[src/rtl/mem_arb_pkg.sv]
// Shared types and constants for the memory port arbiter.
package mem_arb_pkg;

  typedef enum logic [1:0] {
    IDLE = 2'd0,
    WAIT = 2'd1,
    DONE = 2'd2
  } arb_state_t;

  localparam logic [1:0]  GRANT_HOST         = 2'b01;
  localparam logic [1:0]  GRANT_CORE         = 2'b10;
  localparam logic [31:0] DEFAULT_ERROR_WORD = 32'hDEAD_BEEF;

endpackage

[src/rtl/memory_arbiter.sv]
// Serialises host and core accesses onto a single memory port, one outstanding
// access at a time, with a response watchdog that forces an error completion.
//
// state | meaning
// IDLE  | no transaction; sample requests and pick a winner
// WAIT  | memory access issued, waiting for mem_resp or watchdog expiry
// DONE  | completion pulse on the winner's side; requests ignored
module memory_arbiter
  import mem_arb_pkg::*;
#(
  parameter int                    BUS_WIDTH      = 32,
  parameter int                    DATA_WIDTH     = 32,
  parameter int                    HOST_PRIORITY  = 1,
  parameter int                    TIMEOUT_CYCLES = 1024,
  parameter logic [DATA_WIDTH-1:0] ERROR_WORD     = DATA_WIDTH'(DEFAULT_ERROR_WORD)
) (
  input  logic                  clk,
  input  logic                  reset,
  input  logic                  host_req,
  input  logic                  host_we,
  input  logic [BUS_WIDTH-1:0]  host_addr,
  input  logic [DATA_WIDTH-1:0] host_wdata,
  output logic [DATA_WIDTH-1:0] host_rdata,
  output logic                  host_resp,
  input  logic                  core_req,
  input  logic                  core_we,
  input  logic [BUS_WIDTH-1:0]  core_addr,
  input  logic [DATA_WIDTH-1:0] core_wdata,
  output logic [DATA_WIDTH-1:0] core_rdata,
  output logic                  core_resp,
  output logic                  mem_req,
  output logic                  mem_we,
  output logic [BUS_WIDTH-1:0]  mem_addr,
  output logic [DATA_WIDTH-1:0] mem_wdata,
  input  logic [DATA_WIDTH-1:0] mem_rdata,
  input  logic                  mem_resp,
  output logic [1:0]            grant,
  output logic                  timeout_err,
  input  logic                  err_clear
);

  localparam int                CNT_W    = $clog2(TIMEOUT_CYCLES) + 1;
  localparam logic [CNT_W-1:0]  CNT_LAST = CNT_W'(TIMEOUT_CYCLES - 1);

  arb_state_t            state, state_nxt;
  logic [1:0]            last_grant, last_grant_nxt;
  logic [CNT_W-1:0]      cnt, cnt_nxt;
  logic                  mem_req_nxt, mem_we_nxt;
  logic [BUS_WIDTH-1:0]  mem_addr_nxt;
  logic [DATA_WIDTH-1:0] mem_wdata_nxt;
  logic [1:0]            grant_nxt;
  logic                  host_resp_nxt, core_resp_nxt;
  logic [DATA_WIDTH-1:0] host_rdata_nxt, core_rdata_nxt;
  logic                  timeout_err_nxt;
  logic [1:0]            win;
  logic [DATA_WIDTH-1:0] resp_data;

  function automatic logic [1:0] pick_winner(input logic h, input logic c, input logic last_core);
    if (h && c) begin
      if (HOST_PRIORITY != 0) return GRANT_HOST;
      return last_core ? GRANT_HOST : GRANT_CORE;
    end
    if (h) return GRANT_HOST;
    if (c) return GRANT_CORE;
    return 2'b00;
  endfunction

  always_comb begin
    state_nxt       = state;
    last_grant_nxt  = last_grant;
    cnt_nxt         = cnt;
    mem_req_nxt     = 1'b0;
    mem_we_nxt      = mem_we;
    mem_addr_nxt    = mem_addr;
    mem_wdata_nxt   = mem_wdata;
    grant_nxt       = grant;
    host_resp_nxt   = 1'b0;
    core_resp_nxt   = 1'b0;
    host_rdata_nxt  = host_rdata;
    core_rdata_nxt  = core_rdata;
    timeout_err_nxt = timeout_err;
    win             = pick_winner(host_req, core_req, last_grant == GRANT_CORE);
    resp_data       = mem_resp ? mem_rdata : ERROR_WORD;

    case (state)
      IDLE: begin
        if (win != 2'b00) begin
          state_nxt      = WAIT;
          mem_req_nxt    = 1'b1;
          grant_nxt      = win;
          last_grant_nxt = win;
          cnt_nxt        = '0;
          if (win == GRANT_HOST) begin
            mem_we_nxt    = host_we;
            mem_addr_nxt  = host_addr;
            mem_wdata_nxt = host_wdata;
          end else begin
            mem_we_nxt    = core_we;
            mem_addr_nxt  = core_addr;
            mem_wdata_nxt = core_wdata;
          end
        end
      end
      WAIT: begin
        if (mem_resp || (cnt == CNT_LAST)) begin
          state_nxt = DONE;
          cnt_nxt   = '0;
          if (!mem_resp) timeout_err_nxt = 1'b1;
          if (grant == GRANT_HOST) begin
            host_resp_nxt  = 1'b1;
            host_rdata_nxt = resp_data;
          end else begin
            core_resp_nxt  = 1'b1;
            core_rdata_nxt = resp_data;
          end
        end else if (!mem_req) begin
          // the watchdog counts the cycles that follow the request pulse
          cnt_nxt = cnt + 1'b1;
        end
      end
      DONE: begin
        grant_nxt = 2'b00;
        state_nxt = IDLE;
      end
      default: state_nxt = IDLE;
    endcase

    if (err_clear) timeout_err_nxt = 1'b0;
  end

  always_ff @(posedge clk or negedge reset) begin
    if (!reset) begin
      state       <= IDLE;
      last_grant  <= GRANT_CORE;
      cnt         <= '0;
      mem_req     <= 1'b0;
      mem_we      <= 1'b0;
      mem_addr    <= '0;
      mem_wdata   <= '0;
      grant       <= 2'b00;
      host_resp   <= 1'b0;
      core_resp   <= 1'b0;
      host_rdata  <= '0;
      core_rdata  <= '0;
      timeout_err <= 1'b0;
    end else begin
      state       <= state_nxt;
      last_grant  <= last_grant_nxt;
      cnt         <= cnt_nxt;
      mem_req     <= mem_req_nxt;
      mem_we      <= mem_we_nxt;
      mem_addr    <= mem_addr_nxt;
      mem_wdata   <= mem_wdata_nxt;
      grant       <= grant_nxt;
      host_resp   <= host_resp_nxt;
      core_resp   <= core_resp_nxt;
      host_rdata  <= host_rdata_nxt;
      core_rdata  <= core_rdata_nxt;
      timeout_err <= timeout_err_nxt;
    end
  end

endmodule

[config.mk]
export PLATFORM = sky130hd
export DESIGN_NAME = memory_arbiter
export DESIGN_NICKNAME = d
export VERILOG_FILES = /design/src/rtl/mem_arb_pkg.sv /design/src/rtl/memory_arbiter.sv
export SDC_FILE = /design/constraint.sdc
export NUM_CORES = 1
export LEC_CHECK = 0
export ABC_AREA = 1
export BUFFER_PORTS_ARGS = -buffer_cell sky130_fd_sc_hd__buf_4
export CAP_MARGIN = 20
export CORE_MARGIN = 10
export CORE_UTILIZATION = 50
export DETAILED_ROUTE_END_ITERATION = 6
export PLACE_DENSITY = 0.85
export SYNTH_ARGS = -nofsm -noshare
export SYNTH_HDL_FRONTEND = slang
export SYNTH_SLANG_ARGS = --single-unit
[constraint.sdc]
create_clock -name clk -period 2.21 [get_ports clk]
set_input_delay 0.221 -clock clk [delete_from_list [all_inputs] [get_ports clk]]
set_output_delay 0.221 -clock clk [all_outputs]
set_load 0.01 [all_outputs]
-- After elaboration in Yosys (flattened, before gate mapping)
Cells that the tools add are included.
- register bits after elaboration: 150
- output and inout port bits: 135
- logic and storage cells: 80
- equal/unequal tests: 10
- bitwise operators: 1
- add/subtract/negate cells: 1
- multiplexer cells: 40
- reduce and logical (&&, ||, !) cells: 15
- operator list (kind ; count):
    32-bit 2-to-1 mux ; 3
    11-bit 2-to-1 mux ; 3
    2-bit 2-to-1 mux ; 11
    11-bit case mux with 2 select lines ; 1
    1-bit 2-to-1 mux ; 20
    3-bit AND reduction ; 4
    11-bit by 1-bit adder with 11-bit output (second input constant) ; 1
    11-bit by 10-bit == test with 1-bit output (second input constant) ; 1
    2-bit nonzero test ; 5
    2-bit case mux with 2 select lines ; 2
    2-bit by 1-bit == test with 1-bit output (second input constant) ; 3
    2-bit AND reduction ; 3
    2-bit == test (second input constant) ; 2
    2-bit inequality test (second input constant) ; 2
    3-bit inequality test (second input constant) ; 1
    2-bit zero test ; 1
    2-bit by 1-bit inequality test with 1-bit output (second input constant) ; 1
    1-bit logical AND ; 1
    1-bit logical OR ; 1
    1-bit inverter ; 1

-- Depth between registers and ports, before layout
Gate-level depths: netlist of the first run.
- depth after elaboration: 12
- depth in mapped cells: 10
- gate-level depth less buffers: 9

-- Worst setup path after synthesis of the first run
OpenSTA, ideal clock, no wires.
- path kind: register to register
- from: reg cnt[0]
- to: reg core_rdata[14]
- data required time: 2.089 ns
- cell stages (with the launch flop): 10
- arrival: 1.352 ns
- path slack: 0.737 ns
- library setup time: 0.121 ns
- buffers on the path: 1
- cells stage by stage: dfrtp_1 ha_1 nand2_1 nor2_2 nand3_4 nand2_4 nand3b_4 buf_2 nand2_1 o21ai_1
- word-level cells in the longest chain between the ends: 3
- ends and longest elaborated chain (element ; RTL line ; source):
    from (decl) ; memory_arbiter.sv:47 ; logic [CNT_W-1:0] cnt, cnt_nxt;
    from (signal assigned) ; memory_arbiter.sv:149 ; cnt <= cnt_nxt;
    11-bit by 10-bit == test with 1-bit output ; memory_arbiter.sv:105 ; if (mem_resp || (cnt == CNT_LAST)) begin
    1-bit logical OR ; memory_arbiter.sv:105 ;
    3-bit AND reduction (no line) ; - ;
    to (signal assigned) ; memory_arbiter.sv:158 ; core_rdata <= core_rdata_nxt;
    to (decl) ; memory_arbiter.sv:29 ; output logic [DATA_WIDTH-1:0] core_rdata,
No other way between the ends.
A chain may end at the register's enable or synchronous reset.

-- Worst setup path in the final report of the first run
- from: reg cnt[0]
- to: reg core_rdata[28]
The elaborated chain is that of the path after synthesis.

==> results of run 1 <==
## cells by family after synthesis
| family | count (synthesis) | synth area share [%] |
|---|---|---|
| AOI/OAI and AO/OA | 94 | 8.47 |
| adders and majority gates | 1 | 0.192 |
| xor gates and xnor gates | 5 | 0.670 |
| and+or+nand+nor | 468 | 29.2 |
| DFF | 148 | 56.7 |
| buffers and inverters | 66 | 4.81 |
## report_power, final
part / internal [mW] / switching, mW
sequential: 3.96 / 0.778
combinational: 2.47 / 2.85
clock: 1.72 / 1.12
total: 8.16 / 4.75
## critical path: stages (launching register included)
cell and delay [ps]:
sky130_fd_sc_hd__dfrtp_1 400, sky130_fd_sc_hd__ha_1 240, sky130_fd_sc_hd__nand2_1 90, sky130_fd_sc_hd__nor2_2 50, sky130_fd_sc_hd__nand3_4 100, sky130_fd_sc_hd__nand2_4 90, sky130_fd_sc_hd__nand3b_4 190, sky130_fd_sc_hd__clkinv_2 340
sky130_fd_sc_hd__nand2_1 180, sky130_fd_sc_hd__nand2_1 80
## layout make-up
type / count / area [um^2]
sequential: 148 / 3700
fill: 973 / 3230
multi-input combinational: 568 / 2520
timing repair buffer: 313 / 2400
clock buffer: 20 / 457
tap: 172 / 215
clock inverter: 11 / 126
inverter: 20 / 77.6
## synthesized netlist by cell type
cell type	count	area [um^2]
sky130_fd_sc_hd__ha_1	1	12.5
sky130_fd_sc_hd__buf_6	4	45.0
sky130_fd_sc_hd__nor2_2	2	12.5
sky130_fd_sc_hd__nor2_4	1	11.3
sky130_fd_sc_hd__or2_2	20	125
sky130_fd_sc_hd__nand2_1	344	1290
sky130_fd_sc_hd__clkbuf_1	15	56.3
sky130_fd_sc_hd__inv_1	17	63.8
sky130_fd_sc_hd__o22ai_1	1	6.26
sky130_fd_sc_hd__o21ai_1	22	110
sky130_fd_sc_hd__a21oi_1	2	10.0
sky130_fd_sc_hd__xor2_1	5	43.8
sky130_fd_sc_hd__nand2_2	1	6.26
sky130_fd_sc_hd__dfrtp_1	148	3700
sky130_fd_sc_hd__nor2_1	80	300
sky130_fd_sc_hd__buf_4	2	15.0
sky130_fd_sc_hd__nor3b_1	1	7.51
sky130_fd_sc_hd__o21ai_0	4	20.0
sky130_fd_sc_hd__buf_1	4	15.0
sky130_fd_sc_hd__nand3_4	2	35.0
sky130_fd_sc_hd__or2_1	4	25.0
sky130_fd_sc_hd__nand3b_4	1	20.0
sky130_fd_sc_hd__inv_2	1	3.75
sky130_fd_sc_hd__a31oi_1	65	407
sky130_fd_sc_hd__nand2_4	1	11.3
sky130_fd_sc_hd__nand4_1	3	18.8
sky130_fd_sc_hd__clkinv_2	2	10.0
sky130_fd_sc_hd__clkbuf_2	1	5.00
sky130_fd_sc_hd__nand3_1	8	40.0
sky130_fd_sc_hd__buf_2	20	100
## cell usage in the layout (no fill, tap or decap), types with 5 or more instances in the layout
cell type                   instances
sky130_fd_sc_hd__o21ai_1           22
sky130_fd_sc_hd__inv_1             16
sky130_fd_sc_hd__clkbuf_16         17
sky130_fd_sc_hd__a31oi_1           65
sky130_fd_sc_hd__buf_4            307
sky130_fd_sc_hd__xor2_1             5
sky130_fd_sc_hd__or2_2             20
sky130_fd_sc_hd__nor2_1            80
sky130_fd_sc_hd__nand2_1          344
sky130_fd_sc_hd__dfrtp_1          148
sky130_fd_sc_hd__nand3_1            8
## how the worst max path moves through the flow
stage	slack [ps]	depth (start not counted)	endpoint
after floorplan	740	9	core_rdata[14]$_DFFE_PN0P_
after global placement	460	9	core_rdata[5]$_DFFE_PN0P_
after detailed placement	370	9	core_rdata[7]$_DFFE_PN0P_
after CTS	330	9	core_rdata[7]$_DFFE_PN0P_
after global routing	160	9	core_rdata[7]$_DFFE_PN0P_
final	330	9	core_rdata[28]$_DFFE_PN0P_
## layer usage
layer  vias to the layer above  track usage, %
li1                       3076               -
met1                      2986            26.1
met2                       300            39.9
met3                        55            11.1
met4                         0            12.3
met5                         -               0
## flip-flops by register name, summed over array words and instances, names as in the netlist
name and flops:
mem_addr 32, host_rdata 32, core_resp 1, grant 2, host_resp 1, cnt 11
core_rdata 32, state 2, mem_we 1, timeout_err 1, mem_req 1, mem_wdata 32
## repair_timing
item / 4_1_cts / 5_1_grt
setup buffers: 0 / 0
gates resized for setup: 0 / 0
hold endpoints to repair: 55 / 0
hold buffers: 2 / 0
==> summary by stage, run 1 <==
Worst setup path
STA classifies the critical path endpoint as a flop. The critical path data arrival time is 2180 ps. The worst setup path is launched from a flop. In this run the register-to-register setup slack is 330 ps. Data on the critical path is required at its endpoint by 2510 ps. The source of the worst register-to-register timing path is cnt[0]$_DFFE_PN0P_. By startpoint and endpoint, the worst setup path is classified as flop to flop. Measured in cells, the most critical reg-to-reg path has a length of 9. Along the worst path, the maximum fanout reaches 25. The reg-to-reg endpoint is core_rdata[28]$_DFFE_PN0P_. The timing startpoint of the critical path is cnt[0]$_DFFE_PN0P_.

Global route
The via count of the first global-routing pass is 6458. The largest net degree at the start of global routing is 132. The first global-routing pass estimated 34700 um of wire. The total congestion overflow is 0. The initial antenna violation count came to 0.

The global-route total usage across every layer is 24.4%.

Yosys
The synthesis-stage register bit count is 148. The number of nets in the synthesized netlist is 951. Synthesis produced a netlist whose cell count is 782. The cell area that synthesis handed to floorplanning was 6530 um^2. For this run, the register share of the synthesized area comes to 56.7%.

Averaged over all synthesized cells, the footprint is 8.35 um^2. The synthesized netlist contains 30 unique library cells. The number of warnings reported in the yosys synthesis log is 0.

Final layout
The number of nets in the final layout is 1237. Once layout is done, the placed cells without fillers occupy 9490 um^2. Leaving out filler cells and counting taps, the final layout contains 1252. At the end of the flow the core is filled with cells to 74.6%.

Relative to the synthesized area, the layout overhead comes to 45.4%. The number of antenna diodes in the final layout is 0. The ratio of cells with drive above 1 in the final layout is 34.5%.

STA
For the final routed database, the setup TNS stands at 0 ps. Across all setup checks in the final design, the least slack found is 329 ps. For the pin with the worst max-slew slack, the measured transition is 652 ps.

The final count of hold timing violations was 0. The count of pins over their slew limit is 0. The total setup violations reported at the end of the flow is 0.

Setup repair after global routing left no endpoint under its margin. Measured against its own limit, the worst slew margin works out to 56.6%. For this run, the top clock speed supported by timing is 532 MHz. The final worst hold slack is 55.0 ps. On the final layout, the worst clock skew is 6.41 ps.

The smallest clock period supported by the final layout is computed as 1880 ps. The share of the cycle needed by the critical path after routing is 85.1%.

Pwr
The sum of internal, switching and leakage power is 12.9 mW. The power per cell area is 1360 nW/um^2. The worst IR drop on VDD is 0.769 mV.

In this run the static leakage power is 4.87 nW.

Placed design
The post-placement setup slack is 370 ps. Routability-driven placement finished with a final weighted congestion of 0.859. The half-perimeter wire length of the detailed placement result is 16900 um. The total placed instance area is 8890 um^2.

The number of buffers inserted by port buffering is 302. The cell count after placement is 1219.

Floorplan
The width of the die is 134 um. The floorplan has 41 rows. In this run the standard cell core region covers 12700 um^2. The die covers 18000 um^2. Pin placement for this block handled 303 I/O pins. Once the floorplan was initialized, standard cells occupied 51.3% of the core. The die outline height is 134 um.

Routing
The first detailed-routing pass ran for 5 iterations. After detailed routing, the average wire length per cell comes to 17.9 um. The top routing layer in use is met4.

The final wirelength is 22500 um. The DRC marker count from the first detailed-route iteration is 535. The via density per instance is 5.13. The routed layout has 6417 vias. For this block, wires on met1 add up to 8260 um. The number of antenna-violating nets in the routed design is 0.

The met2 routed wirelength is 10700 um. The number of design rule violations left after detail routing is 0. After detailed routing, the met3 layer carries 2590 um of wire.

Hold path
The path class of the tightest hold or removal check is input pin to flop. The worst hold endpoint is grant[1]$_DFFE_PN0P_. Counting instances, the worst hold path has a depth of 3. The worst min-delay path startpoint is core_req.

Status
The run finished with clean final reports.

Clock tree
The clock sink count is 148. The cell sitting at the root of the clock tree is a sky130_fd_sc_hd__clkbuf_16. TritonCTS built the clock tree. The clock-pin slew reported for the worst setup and hold paths after clock tree synthesis is 60 ps. The CTS H-tree depth is 4.

The buffer levels on the longest clock path is 2. The number of clock buffers added by TritonCTS is 17. For the worst-skew pair, the clock arrives at the later sink with an insertion delay of 420 ps.

Flow run
The max capacitance violation total is 0.
Note: power is estimated with default switching activity, not from simulation.
==> run 2, diff against run 1 <==
==> constraint.sdc (replaced) <==
create_clock -name clk -period 2.21 [get_ports clk]
set_input_delay 0.3315 -clock clk [delete_from_list [all_inputs] [get_ports clk]]
set_output_delay 0.3315 -clock clk [all_outputs]
set_load 0.01 [all_outputs]
==> summary by stage, run 2 (synthesis results as in run 1) <==
Final layout
The ratio of cells with drive above 1 in the final layout is 34.6% (+0.093 points). Leaving out fill and tap cells, the most frequent cell in the layout is sky130_fd_sc_hd__nand2_1. In the layout the commonest cells are sky130_fd_sc_hd__nand2_1 (344), sky130_fd_sc_hd__buf_4 (308), sky130_fd_sc_hd__dfrtp_1 (148), sky130_fd_sc_hd__nor2_1 (80), sky130_fd_sc_hd__a31oi_1 (65). From synthesis to final layout, the design area changed by 46.1%. The number of nets in the final layout was 1237 (unchanged). The antenna diode instance count came to 0 (unchanged).

Pwr
The switching fraction of total power is 36.0% (-0.78 points). The worst IR drop on VDD is 0.613 mV (-20%). The clock group share of total power is 23.5% (+1.5 points). The power spent charging and discharging nets came to 4.76 mW (+0.16%).

The power per cell area is 1380 nW/um^2 (+1.8%). The cell-internal power came to 8.45 mW (+3.6%). The relative contribution of sequential cells to total power was 35.8% (-0.9 points). The static leakage power is 4.91 nW (+0.86%). The combinational power share is 40.7% (-0.6 points).

Routing
The number of detailed-route iterations in the first pass is 5 (unchanged). The wire length per cell after detailed routing is 18.1 um (+0.83%). The number of design rule violations left after detail routing is 0 (unchanged). The DRC marker count from the first detailed-route iteration came to 515 (-3.7%).

The number of antenna-violating nets in the routed design is 0 (unchanged). The final wirelength is 22600 um (+0.83%). The total via count after detailed routing is 6344 (-1.1%). The via density per instance is 5.07 (-1.1%).

STA
The shortest period the worst path allows came to 1930 ps (+52.7 ps). The final count of hold timing violations is 0 (unchanged). The maximum frequency from static timing analysis is 517 MHz (-2.7%). The worst setup skew after layout came to 5.01 ps (-1.40 ps). The worst setup margin is 277 ps (-52.7 ps).

The headroom to the max-slew limit is 56.8% (+0.20 points). Setup repair after global routing left no endpoint under its margin. The count of pins over their slew limit is 0 (unchanged).

The final worst hold slack was 50.3 ps (-4.70 ps). The final setup TNS came to 0 ps (unchanged). The transition time at the pin with the least slew margin is 649 ps (-3.04 ps). The share of the cycle needed by the critical path after routing is 87.5% (+2.4 points).

The total setup violations reported at the end of the flow is 0 (unchanged).

Clock tree
The clock sink count was 148 (unchanged). The clock latency on the worst-skew pair is 430 ps (about the same). The clock-pin slew reported for the worst setup and hold paths after clock tree synthesis came to 60 ps (about the same).

The clock buffer count from CTS came to 17 (unchanged). The clock tree from TritonCTS is yes. The buffer levels on the longest clock path is 2 (unchanged). The master cell of the clock root buffer is sky130_fd_sc_hd__clkbuf_16.

The CTS H-tree depth was 4 (unchanged). The buffer count from post-CTS setup fixing came to 0 (unchanged).

Hold path
The path class of the tightest hold or removal check is input pin to flop.

Worst setup path
STA classifies the critical path startpoint as a flop. The critical setup path kind is flop to flop. The data required time of the worst path is 2520 ps (about the same).

The critical path data arrival time was 2240 ps (+60 ps). STA classifies the critical path endpoint as a flop. The maximum net fanout on the critical path is 25 (unchanged).

Placed design
The number of buffers inserted by port buffering is 302 (unchanged). The half-perimeter wire length of the detailed placement result was 16800 um (-0.37%). The final weighted congestion in routability-driven placement is 0.863 (+0.54%). The post-placement setup slack came to 329 ps (-41.2 ps).

Floorplan
The number of top-level design ports is 303 (unchanged). The die outline height is 134 um (unchanged). The width of the die is 134 um (unchanged). The placement row count is 41 (unchanged). The full die area was 18000 um^2 (unchanged). The starting utilization of the core area is 51.3% (unchanged). The total core area is 12700 um^2 (unchanged).

Global route
The global-route total usage across every layer is 24.5% (+0.11 points). The via count of the first global-routing pass is 6345 (-1.7%). The first-pass GRT wire length is 34600 um (-0.48%). The total congestion overflow is 0 (unchanged). The largest net degree at the start of global routing is 85 (-36%). The initial antenna violation count is 0 (unchanged).

Flow run
The max capacitance violation total is 0 (unchanged).

Status
The flow ran to the end, and the final reports show no timing, DRC or antenna violations.
## run 2: power groups by stage
stage | Combinational, mW | Sequential, mW | Clock (mW)
6_report | 5.38 | 4.72 | 3.11
5_1_grt | 5.87 | 4.87 | 3.25
4_1_cts | 5.46 | 4.72 | 3.13
3_5_place_dp | 5.41 | 4.75 | 0
3_3_place_gp | 5.28 | 4.71 | 0
2_1_floorplan | 1.98 | 5.20 | 0
## run 2: cell type report
cell class	count	area (um^2)
clock inverter	9	149
tap	172	215
sequential	148	3700
multi-input combinational	568	2520
fill	931	3180
inverter	20	77.6
timing repair buffer	313	2390
clock buffer	22	484
## run 2: metrics by stage
step	cells	instance area, um^2	utilization [%]	total power, mW
detailed placement	1220	8900	69.9	10.2
global route	1252	9540	75.0	14.0
CTS	1252	9540	75.0	13.3
global placement	1220	8900	69.9	9.99
finish	1252	9540	75.0	13.2
floorplan	782	6530	-	7.19
## run 2: metal layers
layer | track usage, % | routed length [um] | vias to the layer above
met5 | 0 | 0 | -
met4 | 8.89 | 541 | 0
met3 | 10.6 | 2460 | 35
met2 | 41.1 | 11200 | 299
met1 | 27.0 | 8490 | 2937
li1 | - | - | 3073
## run 2: repair_timing
item,CTS,global route
gates resized for setup,0,0
hold buffers,1,0
hold endpoints to repair,59,0
## run 2: final timing paths
path	endpoint	depth (start not counted)	start	slack (ps)
hold reg to reg	host_rdata[13]$_DFFE_PN0P_	2	host_rdata[13]$_DFFE_PN0P_	480
setup reg to reg	core_rdata[0]$_DFFE_PN0P_	9	cnt[0]$_DFFE_PN0P_	280
min in group asynchronous	core_rdata[14]$_DFFE_PN0P_	2	reset	460
max in group asynchronous	mem_addr[22]$_DFFE_PN0P_	3	reset	1030
setup / recovery	core_rdata[0]$_DFFE_PN0P_	9	cnt[0]$_DFFE_PN0P_	280
hold / removal	timeout_err$_DFFE_PN0P_	2	err_clear	50
## run 2: critical path, cell delays in order (launching register included)
cell and delay [ps]:
sky130_fd_sc_hd__dfrtp_1 410, sky130_fd_sc_hd__ha_1 260, sky130_fd_sc_hd__nand2_1 90, sky130_fd_sc_hd__nor2_2 50
sky130_fd_sc_hd__nand3_4 90, sky130_fd_sc_hd__nand2_4 90, sky130_fd_sc_hd__nand3b_4 200, sky130_fd_sc_hd__clkinv_2 340
sky130_fd_sc_hd__nand2_1 200, sky130_fd_sc_hd__nand2_1 70
==> run 3, diff against run 2 <==
--- a/config.mk
+++ b/config.mk
@@ -9,9 +9,8 @@
 export BUFFER_PORTS_ARGS = -buffer_cell sky130_fd_sc_hd__buf_4
 export CAP_MARGIN = 20
 export CORE_MARGIN = 10
-export CORE_UTILIZATION = 50
+export CORE_UTILIZATION = 30
 export DETAILED_ROUTE_END_ITERATION = 6
-export PLACE_DENSITY = 0.85
 export SYNTH_ARGS = -nofsm -noshare
 export SYNTH_HDL_FRONTEND = slang
 export SYNTH_SLANG_ARGS = --single-unit
==> summary by stage, run 3 (synthesis results as in run 1) <==
Placed design
The final weighted congestion in routability-driven placement is 0.834 (-3.4%). The half-perimeter wire length of the detailed placement result came to 17000 um (+0.67%). The total placed instance area is 9050 um^2 (+1.8%). The post-placement setup slack is 275 ps (-53.7 ps). The number of buffers inserted by port buffering is 302 (unchanged).

Clock tree
CTS placed an instance of sky130_fd_sc_hd__clkbuf_16 at the clock tree root. The buffer count from post-CTS setup fixing is 0 (unchanged). The post-cts sizing count was 0 (unchanged). The clock sink count is 148 (unchanged).

The buffer levels on the longest clock path is 2 (unchanged). The CTS H-tree depth is 4 (unchanged). The clock-pin slew reported for the worst setup and hold paths after clock tree synthesis is 70 ps (about the same). The clock buffer count from CTS is 17 (unchanged). The clock latency on the worst-skew pair is 420 ps (about the same).

TritonCTS built the clock tree.

Pwr
The sum of internal, switching and leakage power is 12.8 mW (-2.9%). The worst IR drop on VDD is 0.535 mV (-13%). The static leakage power came to 4.88 nW (-0.66%). The power per cell area is 1330 nW/um^2 (-3.9%).

STA
The headroom to the max-slew limit came to 55.6% (-1.1 points). The total setup violations reported at the end of the flow is 0 (unchanged). The final setup TNS came to 0 ps (unchanged). The maximum frequency from static timing analysis came to 515 MHz (-0.48%). The worst setup skew after layout is 10.1 ps (+5.12 ps). The final count of hold timing violations came to 0 (unchanged). Setup repair after global routing left no endpoint under its margin. The worst setup margin came to 267 ps (-9.35 ps). The count of pins over their slew limit is 0 (unchanged). The transition time at the pin with the least slew margin is 664 ps (+15.4 ps). The shortest period the worst path allows came to 1940 ps (+9.35 ps). The share of the cycle needed by the critical path after routing is 87.9% (+0.42 points). The final worst hold slack is 54.6 ps (+4.36 ps).

Floorplan
The die outline height is 168 um (+25%). The placement row count is 53 (+29%). The number of top-level design ports is 303 (unchanged). The full die area is 28100 um^2 (+56%). The total core area is 21200 um^2 (+67%). The width of the die came to 168 um (+25%). The starting utilization of the core area came to 30.8% (-21 points).

Final layout
Leaving out fill and tap cells, the most frequent cells in the layout are sky130_fd_sc_hd__nand2_1 (344), sky130_fd_sc_hd__buf_4 (309), sky130_fd_sc_hd__dfrtp_1 (148), sky130_fd_sc_hd__nor2_1 (80), sky130_fd_sc_hd__a31oi_1 (65). Relative to the synthesized area, the layout overhead comes to 47.5%. The final standard cell area without fillers was 9640 um^2 (+1.0%). The most common cell after layout, fill and taps aside is sky130_fd_sc_hd__nand2_1. The number of nets in the final layout came to 1239 (+0.16%). The number of fill cells in the layout was 2166 (+130%). The antenna diode instance count is 0 (unchanged). The ratio of cells with drive above 1 in the final layout was 34.8% (+0.18 points).

Routing
The via density per instance is 4.52 (-11%). The number of antenna-violating nets in the routed design was 0 (unchanged). The final wirelength came to 22500 um (-0.70%). The DRC marker count from the first detailed-route iteration is 381 (-26%). The number of design rule violations left after detail routing was 0 (unchanged). The wire length per cell after detailed routing came to 16.6 um (-8.4%). The total via count after detailed routing is 6144 (-3.2%). The number of detailed-route iterations in the first pass came to 4 (-1).

Worst setup path
The data required time of the worst path is 2550 ps (+30 ps). The critical setup path kind is flop to flop. The kind of end point of the critical path is a flop. The worst setup path is launched from a flop. The critical path data arrival time came to 2280 ps (+40 ps). The maximum net fanout on the critical path is 102 (+310%).

Global route
The global-route total usage across every layer is 15.6% (-8.9 points). The initial antenna violation count came to 0 (unchanged). The first-pass GRT wire length came to 35400 um (+2.4%). The largest net degree at the start of global routing is 103 (+21%). The total congestion overflow is 0 (unchanged). The via count of the first global-routing pass came to 6194 (-2.4%).

Flow run
The max capacitance violation total came to 0 (unchanged).

Hold path
The path class of the tightest hold or removal check is input pin to flop.

Status
The run finished with clean final reports.
==> run 3: cell type report <==
type                       instances  area (um^2)  share of cell area [%]
clock buffer                      18          429                    4.45
clock inverter                    14          143                    1.48
inverter                          20         77.6                   0.805
multi-input combinational        568         2520                    26.1
sequential                       148         3700                    38.4
tap                              275          344                    3.57
timing repair buffer             315         2420                    25.1
==> run 3: path summary, 6_finish.rpt <==
kind                                       startpoint                    endpoint  slack [ps]  cells after the start
setup / recovery                 state[0]$_DFFE_PN0P_    mem_addr[14]$_DFFE_PN0P_         270                      6
hold / removal                              err_clear     timeout_err$_DFFE_PN0P_          50                      2
setup reg to reg                 state[0]$_DFFE_PN0P_    mem_addr[14]$_DFFE_PN0P_         270                      6
hold reg to reg            host_rdata[11]$_DFFE_PN0P_  host_rdata[11]$_DFFE_PN0P_         480                      2
max in group asynchronous                       reset    mem_wdata[3]$_DFFE_PN0P_        1140                      3
min in group asynchronous                       reset  core_rdata[29]$_DFFE_PN0P_         450                      2
==> run 3: worst max-delay path: stages, from the launching register on <==
cell	delay (ps)
sky130_fd_sc_hd__dfrtp_1	390
sky130_fd_sc_hd__nor2_1	150
sky130_fd_sc_hd__inv_1	100
sky130_fd_sc_hd__nor2_4	520
sky130_fd_sc_hd__buf_12	400
sky130_fd_sc_hd__nor2_1	80
sky130_fd_sc_hd__a31oi_1	150
==> run 3: routing by layer <==
layer	global-route usage (%)	part of all wire, %
met5	0	0
met4	3.97	1.3
met1	19.4	43
met2	23.2	43
met3	8.24	13
==> run 3: repair_timing <==
item,CTS,global route
hold buffers,1,0
endpoints found under the setup margin,0,0
endpoints found under the hold margin,48,0
==> run 3: stage by stage <==
step | util, % | std cells
6_report | 45.4 | 1358
4_1_cts | 45.4 | 1358
5_1_grt | 45.4 | 1358
3_3_place_gp | 42.7 | 1325
3_5_place_dp | 42.7 | 1325
2_1_floorplan | - | 782
==> run 3: where the power goes <==
part	leakage [nW]	internal (mW)	switching, mW	total [mW]
logic	2.83	2.48	2.82	5.30
registers	1.77	3.96	0.718	4.68
clock network	0.270	1.59	1.26	2.84
total	4.88	8.03	4.80	12.8
